<file path="config.mk">
export PLATFORM = sky130hd
export DESIGN_NAME = spi_slave_flat
export DESIGN_NICKNAME = d
export VERILOG_FILES = /design/src/rtl/spi_pkg.sv /design/src/rtl/spi_slave_if.sv /design/src/rtl/spi_sync.sv /design/src/rtl/spi_slave.sv /design/src/flat_wrapper.sv
export SDC_FILE = /design/constraint.sdc
export NUM_CORES = 1
export LEC_CHECK = 0
export ABC_CLOCK_PERIOD_IN_PS = 3400
export CAP_MARGIN = 20
export CORE_MARGIN = 5
export CORE_UTILIZATION = 50
export CTS_CLUSTER_SIZE = 12
export DETAILED_ROUTE_END_ITERATION = 6
export PLACE_DENSITY = 0.77
export REMOVE_ABC_BUFFERS = 1
export SETUP_SLACK_MARGIN = 0.4
export SLEW_MARGIN = 20
export SYNTH_ARGS = -nofsm -noshare
export SYNTH_HDL_FRONTEND = slang
export SYNTH_SLANG_ARGS = --single-unit
</file>
<file path="constraint.sdc">
create_clock -name clk_i -period 3.4 [get_ports clk_i]
set_input_delay 0.68 -clock clk_i [delete_from_list [all_inputs] [get_ports clk_i]]
set_output_delay 0.68 -clock clk_i [all_outputs]
set_load 0.01 [all_outputs]
</file>
<file path="src/rtl/spi_pkg.sv">
// spi_pkg: shared types and constants for the SPI slave.
package spi_pkg;
    typedef enum logic {IDLE, SHIFT} state_e;
    localparam int unsigned BYTE_W = 8;
    localparam int unsigned CNT_W = $clog2(BYTE_W);
    localparam logic [BYTE_W-1:0] IDLE_FILL = 8'hFF;
endpackage

</file>
<file path="src/rtl/spi_slave_if.sv">
// spi_slave_if: SPI pins plus host-side byte interface; overrun exists only with SPI_SLAVE_OVR_EN.
interface spi_slave_if;
    import spi_pkg::*;
    logic sck, ss_n, mosi, miso, miso_oe;
    logic [BYTE_W-1:0] tx_data, rx_data;
    logic tx_load, tx_ready, rx_valid, rx_rd, busy;
`ifdef SPI_SLAVE_OVR_EN
    logic overrun;
    modport slave (input sck, ss_n, mosi, tx_data, tx_load, rx_rd,
                   output miso, miso_oe, tx_ready, rx_data, rx_valid, busy, overrun);
    modport master (output sck, ss_n, mosi, tx_data, tx_load, rx_rd,
                    input miso, miso_oe, tx_ready, rx_data, rx_valid, busy, overrun);
`else
    modport slave (input sck, ss_n, mosi, tx_data, tx_load, rx_rd,
                   output miso, miso_oe, tx_ready, rx_data, rx_valid, busy);
    modport master (output sck, ss_n, mosi, tx_data, tx_load, rx_rd,
                    input miso, miso_oe, tx_ready, rx_data, rx_valid, busy);
`endif
endinterface

</file>
<file path="src/rtl/spi_sync.sv">
// spi_sync: two-flop synchronizer with a configurable reset level.
module spi_sync #(
    parameter logic RST_VAL = 1'b0
) (
    input  logic clk_i,
    input  logic rst_i,
    input  logic d_i,
    output logic q_o
);
    logic [1:0] sync_q;
    always_ff @(posedge clk_i)
        sync_q <= rst_i ? {2{RST_VAL}} : {sync_q[0], d_i};
    assign q_o = sync_q[1];
endmodule

</file>
<file path="src/rtl/spi_slave.sv">
// spi_slave: mode-configurable SPI slave with TX holding register and RX byte output.
// Define SPI_SLAVE_OVR_EN to add the sticky overrun flag.
module spi_slave
    import spi_pkg::*;
#(
    parameter logic CPOL = 1'b0,
    parameter logic CPHA = 1'b0
) (
    input logic        clk_i,
    input logic        rst_i,
    spi_slave_if.slave bus
);
    logic sck_s, ss_s, mosi_s;
    logic sck_prev_q, ss_prev_q;
    state_e state_q;
    logic [CNT_W-1:0] cnt_q;
    logic [BYTE_W-1:0] tx_sr_q, rx_sr_q, hold_q, rx_data_q, tx_next_d;
    logic tx_ready_q, rx_valid_q, busy_q, miso_oe_q, reload_q;
    logic lead, trail, sample, shift_e, ss_fall, last_bit;

    spi_sync #(.RST_VAL(CPOL)) u_sync_sck (.clk_i(clk_i), .rst_i(rst_i), .d_i(bus.sck), .q_o(sck_s));
    spi_sync #(.RST_VAL(1'b1)) u_sync_ss (.clk_i(clk_i), .rst_i(rst_i), .d_i(bus.ss_n), .q_o(ss_s));
    spi_sync #(.RST_VAL(1'b0)) u_sync_mosi (.clk_i(clk_i), .rst_i(rst_i), .d_i(bus.mosi), .q_o(mosi_s));

    always_comb begin
        lead = (sck_prev_q == CPOL) && (sck_s != CPOL);
        trail = (sck_prev_q != CPOL) && (sck_s == CPOL);
        sample = CPHA ? trail : lead;
        shift_e = CPHA ? lead : trail;
        ss_fall = ss_prev_q && !ss_s;
        last_bit = cnt_q == CNT_W'(BYTE_W - 1);
        tx_next_d = tx_ready_q ? IDLE_FILL : hold_q;
    end

`ifdef SPI_SLAVE_OVR_EN
    logic unread_q, overrun_q;
    always_ff @(posedge clk_i)
        if (rst_i) begin
            unread_q <= 1'b0;
            overrun_q <= 1'b0;
        end else if (state_q == SHIFT && !ss_s && sample && last_bit) begin
            unread_q <= 1'b1;
            if (unread_q && !bus.rx_rd) overrun_q <= 1'b1;
        end else if (bus.rx_rd) begin
            unread_q <= 1'b0;
        end
    assign bus.overrun = overrun_q;
`else
    logic unused_rx_rd;
    assign unused_rx_rd = bus.rx_rd;
`endif

    always_ff @(posedge clk_i)
        if (rst_i) begin
            state_q <= IDLE;
            sck_prev_q <= CPOL;
            ss_prev_q <= 1'b1;
            cnt_q <= '0;
            tx_sr_q <= '0;
            rx_sr_q <= '0;
            hold_q <= '0;
            rx_data_q <= '0;
            tx_ready_q <= 1'b1;
            rx_valid_q <= 1'b0;
            busy_q <= 1'b0;
            miso_oe_q <= 1'b0;
            reload_q <= 1'b0;
        end else begin
            sck_prev_q <= sck_s;
            ss_prev_q <= ss_s;
            rx_valid_q <= 1'b0;
            if (state_q == IDLE) begin
                if (ss_fall) begin
                    state_q <= SHIFT;
                    tx_sr_q <= tx_next_d;
                    tx_ready_q <= 1'b1;
                    cnt_q <= '0;
                    reload_q <= 1'b0;
                    miso_oe_q <= 1'b1;
                end
            end else if (ss_s) begin
                state_q <= IDLE;
                cnt_q <= '0;
                rx_sr_q <= '0;
                busy_q <= 1'b0;
                reload_q <= 1'b0;
                miso_oe_q <= 1'b0;
            end else begin
                if (sample) begin
                    rx_sr_q <= {rx_sr_q[BYTE_W-2:0], mosi_s};
                    cnt_q <= cnt_q + 1'b1;
                    busy_q <= !last_bit;
                    if (last_bit) begin
                        rx_data_q <= {rx_sr_q[BYTE_W-2:0], mosi_s};
                        rx_valid_q <= 1'b1;
                        reload_q <= 1'b1;
                    end
                end
                // The next byte is fetched on the first shift edge after completion,
                // giving the host time to refill after RxValid.
                if (shift_e && cnt_q != '0) begin
                    tx_sr_q <= {tx_sr_q[BYTE_W-2:0], 1'b0};
                end else if (shift_e && reload_q) begin
                    tx_sr_q <= tx_next_d;
                    tx_ready_q <= 1'b1;
                    reload_q <= 1'b0;
                end
            end
            // Placed last so a write on the same cycle as a fetch from an empty holding register survives.
            if (bus.tx_load && tx_ready_q) begin
                hold_q <= bus.tx_data;
                tx_ready_q <= 1'b0;
            end
        end

    assign bus.miso = miso_oe_q & tx_sr_q[BYTE_W-1];
    assign bus.miso_oe = miso_oe_q;
    assign bus.tx_ready = tx_ready_q;
    assign bus.rx_data = rx_data_q;
    assign bus.rx_valid = rx_valid_q;
    assign bus.busy = busy_q;
endmodule
</file>
<file path="src/flat_wrapper.sv">
// flat-port wrapper written by rule: the top's interface ports become plain ports
module spi_slave_flat import spi_pkg::*;
#(
    parameter logic CPOL = 1'b0,
    parameter logic CPHA = 1'b0
)
  (clk_i, rst_i, bus_sck, bus_ss_n, bus_mosi, bus_tx_data, bus_tx_load, bus_rx_rd, bus_miso, bus_miso_oe, bus_tx_ready, bus_rx_data, bus_rx_valid, bus_busy);
  spi_slave_if bus_i ();
  input logic clk_i;
  input logic rst_i;
  input wire logic [$bits(bus_i.sck)-1:0] bus_sck;
  input wire logic [$bits(bus_i.ss_n)-1:0] bus_ss_n;
  input wire logic [$bits(bus_i.mosi)-1:0] bus_mosi;
  input wire logic [$bits(bus_i.tx_data)-1:0] bus_tx_data;
  input wire logic [$bits(bus_i.tx_load)-1:0] bus_tx_load;
  input wire logic [$bits(bus_i.rx_rd)-1:0] bus_rx_rd;
  output wire logic [$bits(bus_i.miso)-1:0] bus_miso;
  output wire logic [$bits(bus_i.miso_oe)-1:0] bus_miso_oe;
  output wire logic [$bits(bus_i.tx_ready)-1:0] bus_tx_ready;
  output wire logic [$bits(bus_i.rx_data)-1:0] bus_rx_data;
  output wire logic [$bits(bus_i.rx_valid)-1:0] bus_rx_valid;
  output wire logic [$bits(bus_i.busy)-1:0] bus_busy;
  assign bus_i.sck = bus_sck;
  assign bus_i.ss_n = bus_ss_n;
  assign bus_i.mosi = bus_mosi;
  assign bus_i.tx_data = bus_tx_data;
  assign bus_i.tx_load = bus_tx_load;
  assign bus_i.rx_rd = bus_rx_rd;
  assign bus_miso = bus_i.miso;
  assign bus_miso_oe = bus_i.miso_oe;
  assign bus_tx_ready = bus_i.tx_ready;
  assign bus_rx_data = bus_i.rx_data;
  assign bus_rx_valid = bus_i.rx_valid;
  assign bus_busy = bus_i.busy;
  spi_slave #(.CPOL(CPOL), .CPHA(CPHA)) u_core (.clk_i(clk_i), .rst_i(rst_i), .bus(bus_i));
endmodule
</file>
==> flow_metrics.py <==
metrics = {
    "outcome": {
        "outcome": "completed",
    },
    "critical_path": {
        "ff2ff_setup_slack_ns": 1.65,
        "path_depth": 1,
        "worstSetupPathType": "register to output port",
        "slowest_delay_ns": 0.69,
        "path_delay_family": "flip-flops",
        "crit_chain": "clkdlybuf4s50_1",
        "critPathCaptureType": "output port",
        "path_buf_inv": 1,
        "crit_required_ns": 2.72,
        "cp-endpoint": "bus_tx_ready",
        "crit_slowest_cell": "dfxtp_1",
        "reg2reg_from": "u_core.state_q$_SDFF_PP0_",
        "timing.rr.end": "u_core.bus.rx_data[3]$_SDFFE_PP0P_",
        "cp.arrival_ns": 1.63,
        "worstSetupStartpoint": "u_core.bus.tx_ready$_SDFFE_PP1P_",
        "critPathMaxFanout": 20,
        "setup.worst_path.start_class": "register",
        "rr_worst_depth": 4,
    },
    "floorplan": {
        "die_w_um": 71.8,
        "start_util": 0.518,
        "rows": 22,
        "io_pins": 28,
        "core_area_um2": 3690,
        "die-area_um2": 5160,
        "die_y_um": 71.8,
    },
    "sta": {
        "tightest_slew_ns": 0.787,
        "period_share": 0.680,
        "rsz0062_at_grt": "no",
        "slew_viol_final": 0,
        "setup_violations": 0,
        "relSlewSlack": 0.472,
        "finalHoldViolCount": 0,
        "fin_worst_skew_ns": 0.00724,
        "fin_setup_tns_ns": 0,
        "fmax_mhz": 432,
        "fin_crit_ns": 2.31,
    },
    "global_route": {
        "globalRouteMet1Util": 0.188,
        "grt-busiest-layer": "met2",
        "met3_usage": 0.0365,
        "grt_antenna_before_repair": 0,
        "use_met2": 0.232,
        "grt_pass1_vias": 1383,
        "grt.overflow.total": 0,
        "grt_pass1_wl_um": 6020,
        "grtUsageTotal": 0.148,
        "grt_start_max_net_pins": 21,
    },
    "worst_hold_path": {
        "hp-class": "register to register",
    },
    "cells_and_area": {
        "drive_gt1_frac": 0.101,
        "area_delta_synth_final_pct": 20.3,
        "diodes": 0,
        "nets": 244,
    },
    "pwr": {
        "irDropWorstVdd_mv": 0.341,
        "power.density_nw_per_um2": 458,
        "power_mw": 1.05,
        "leakage_nw": 0.825,
    },
    "placement": {
        "numPortBuffers": 26,
        "gp_congestion": 0.771,
        "hpwl_um": 2390,
    },
    "clock_tree": {
        "cts_tree": "yes",
        "cts-root-buf": "clkbuf_8",
        "cts_resized": 0,
        "insertion_delay_ns": 0.30,
        "post_cts_buffers": 0,
        "clockBufferDepth": 2,
        "cts_hold_buf": 0,
        "clkTransAtPathRegs_ns": 0.08,
        "cts_made_buffers": 5,
        "htreeDepth": 2,
        "cts.sinks": 48,
    },
    "drt": {
        "num_vias": 1484,
        "vias_per_cell": 5.40,
        "postRouteAntennaNets": 0,
        "wl_um": 3460,
        "post-route-drc-count": 0,
        "wire_per_inst_um": 12.6,
        "drt_iter0_drc": 106,
        "drt-pass1-iter-count": 4,
    },
    "yosys": {
        "synth_area_um2": 1910,
        "avgSynthCellArea_um2": 9.42,
        "yosys_register_bits": 48,
        "synth_cell_types": 36,
        "synth_flop_cell": "dfxtp_1",
        "seq_area_frac_synth": 0.503,
        "synth_edf_count": 0,
        "async_reset_ff_frac": 0,
        "ys.warnings.count": 0,
        "syn_inst": 203,
    },
    "flow_run": {
        "maxCapViolations": 0,
    },
}
==> how the worst min path moves through the flow <==
stage / start / endpoint / cells after the start
2_1_floorplan: u_core.u_sync_ss.sync_q[0]$_SDFF_PP1_ / u_core.u_sync_ss.sync_q[1]$_SDFF_PP1_ / 1
3_3_place_gp: u_core.u_sync_ss.sync_q[0]$_SDFF_PP1_ / u_core.u_sync_ss.sync_q[1]$_SDFF_PP1_ / 1
3_5_place_dp: u_core.u_sync_ss.sync_q[0]$_SDFF_PP1_ / u_core.u_sync_ss.sync_q[1]$_SDFF_PP1_ / 1
4_1_cts: u_core.u_sync_ss.sync_q[0]$_SDFF_PP1_ / u_core.u_sync_ss.sync_q[1]$_SDFF_PP1_ / 1
5_1_grt: u_core.u_sync_ss.sync_q[0]$_SDFF_PP1_ / u_core.u_sync_ss.sync_q[1]$_SDFF_PP1_ / 1
6_report: u_core.u_sync_ss.sync_q[0]$_SDFF_PP1_ / u_core.u_sync_ss.sync_q[1]$_SDFF_PP1_ / 1
==> routing by layer <==
metal / wire length (µm) / part of all wire / up-vias
li1: - / - / 751
met1: 1550 / 0.45 / 692
met2: 1640 / 0.47 / 33
met3: 187 / 0.054 / 8
met4: 80 / 0.023 / 0
met5: 0 / 0 / -
==> cell type report <==
cell class | instances | area (µm²)
Clock inverter | 2 | 35.0
Fill cell | 338 | 1390
Tap cell | 48 | 60.1
Clock buffer | 6 | 72.6
Timing Repair Buffer | 28 | 275
Multi-Input combinational cell | 139 | 881
Inverter | 4 | 15.0
Sequential cell | 48 | 961
==> cells by family (layout without fill, tap and decap cells) <==
group	Yosys count	in the layout	share of synthesized area
adder cells (fa/ha/maj)	3	3	0.0196
flip-flops	48	48	0.503
multiplexers	7	7	0.0367
AO/OA/AOI/OAI	45	45	0.164
buffers and inverters	16	40	0.0366
AND/OR/NAND/NOR	84	84	0.240
==> cells in the mapped netlist (2+ instances only) <==
cell type  number  area share
clkbuf_1        8       0.016
nand3_1        19       0.050
a21oi_1        23       0.060
nor2_1         12       0.024
o2bb2ai_1       7       0.032
nor2b_1         9       0.029
nand2_1        20       0.039
a22oi_1         7       0.027
or2_2           6       0.020
nand2b_1        3      0.0098
mux2i_1         7       0.037
inv_1           4      0.0079
or2_1           4       0.013
ha_1            3       0.020
buf_4           2      0.0079
buf_2           2      0.0052
dfxtp_1        48        0.50
==> cell usage in the layout (no fill, tap or decap), types with 2 or more instances in the layout <==
cell,count
nor2b_1,9
a22oi_1,7
nand3_1,19
nand2b_1,3
o2bb2ai_1,7
a21oi_1,23
mux2i_1,7
or2_2,6
clkbuf_8,5
nor2_1,12
inv_1,4
nand2_1,20
dfxtp_1,48
buf_4,2
clkdlybuf4s50_1,26
or2_1,4
ha_1,3
==> metrics by stage <==
step | instances | setup WS, ns | instance area [µm²] | util | hold WS (ns)
3_3_place_gp | 267 | 1.40 | 2190 | 0.594 | 0.388
2_1_floorplan | 191 | 1.91 | 1860 | - | 0.383
6_report | 275 | 1.09 | 2300 | 0.623 | 0.407
3_5_place_dp | 267 | 1.40 | 2190 | 0.594 | 0.391
4_1_cts | 275 | 1.06 | 2300 | 0.623 | 0.410
5_1_grt | 275 | 0.980 | 2300 | 0.623 | 0.435
==> report_power, final <==
part / switching, mW / total [mW] / internal, mW
Sequential: 0.0136 / 0.591 / 0.577
Combinational: 0.0308 / 0.0687 / 0.0379
Clock: 0.176 / 0.394 / 0.218
==> state kept, by name, summed over array words and instances, names as in the netlist <==
signal	cells
u_core.reload_q	1
u_core.tx_sr_q	8
u_core.u_sync_mosi.sync_q	2
u_core.u_sync_ss.sync_q	2
u_core.bus.rx_valid	1
u_core.rx_sr_q	7
u_core.bus.rx_data	8
u_core.hold_q	8
u_core.bus.tx_ready	1
u_core.bus.miso_oe	1
u_core.state_q	1
u_core.cnt_q	3
u_core.ss_prev_q	1
u_core.bus.busy	1
u_core.sck_prev_q	1
u_core.u_sync_sck.sync_q	2
No activity file was read; power rests on OpenSTA's default activity.
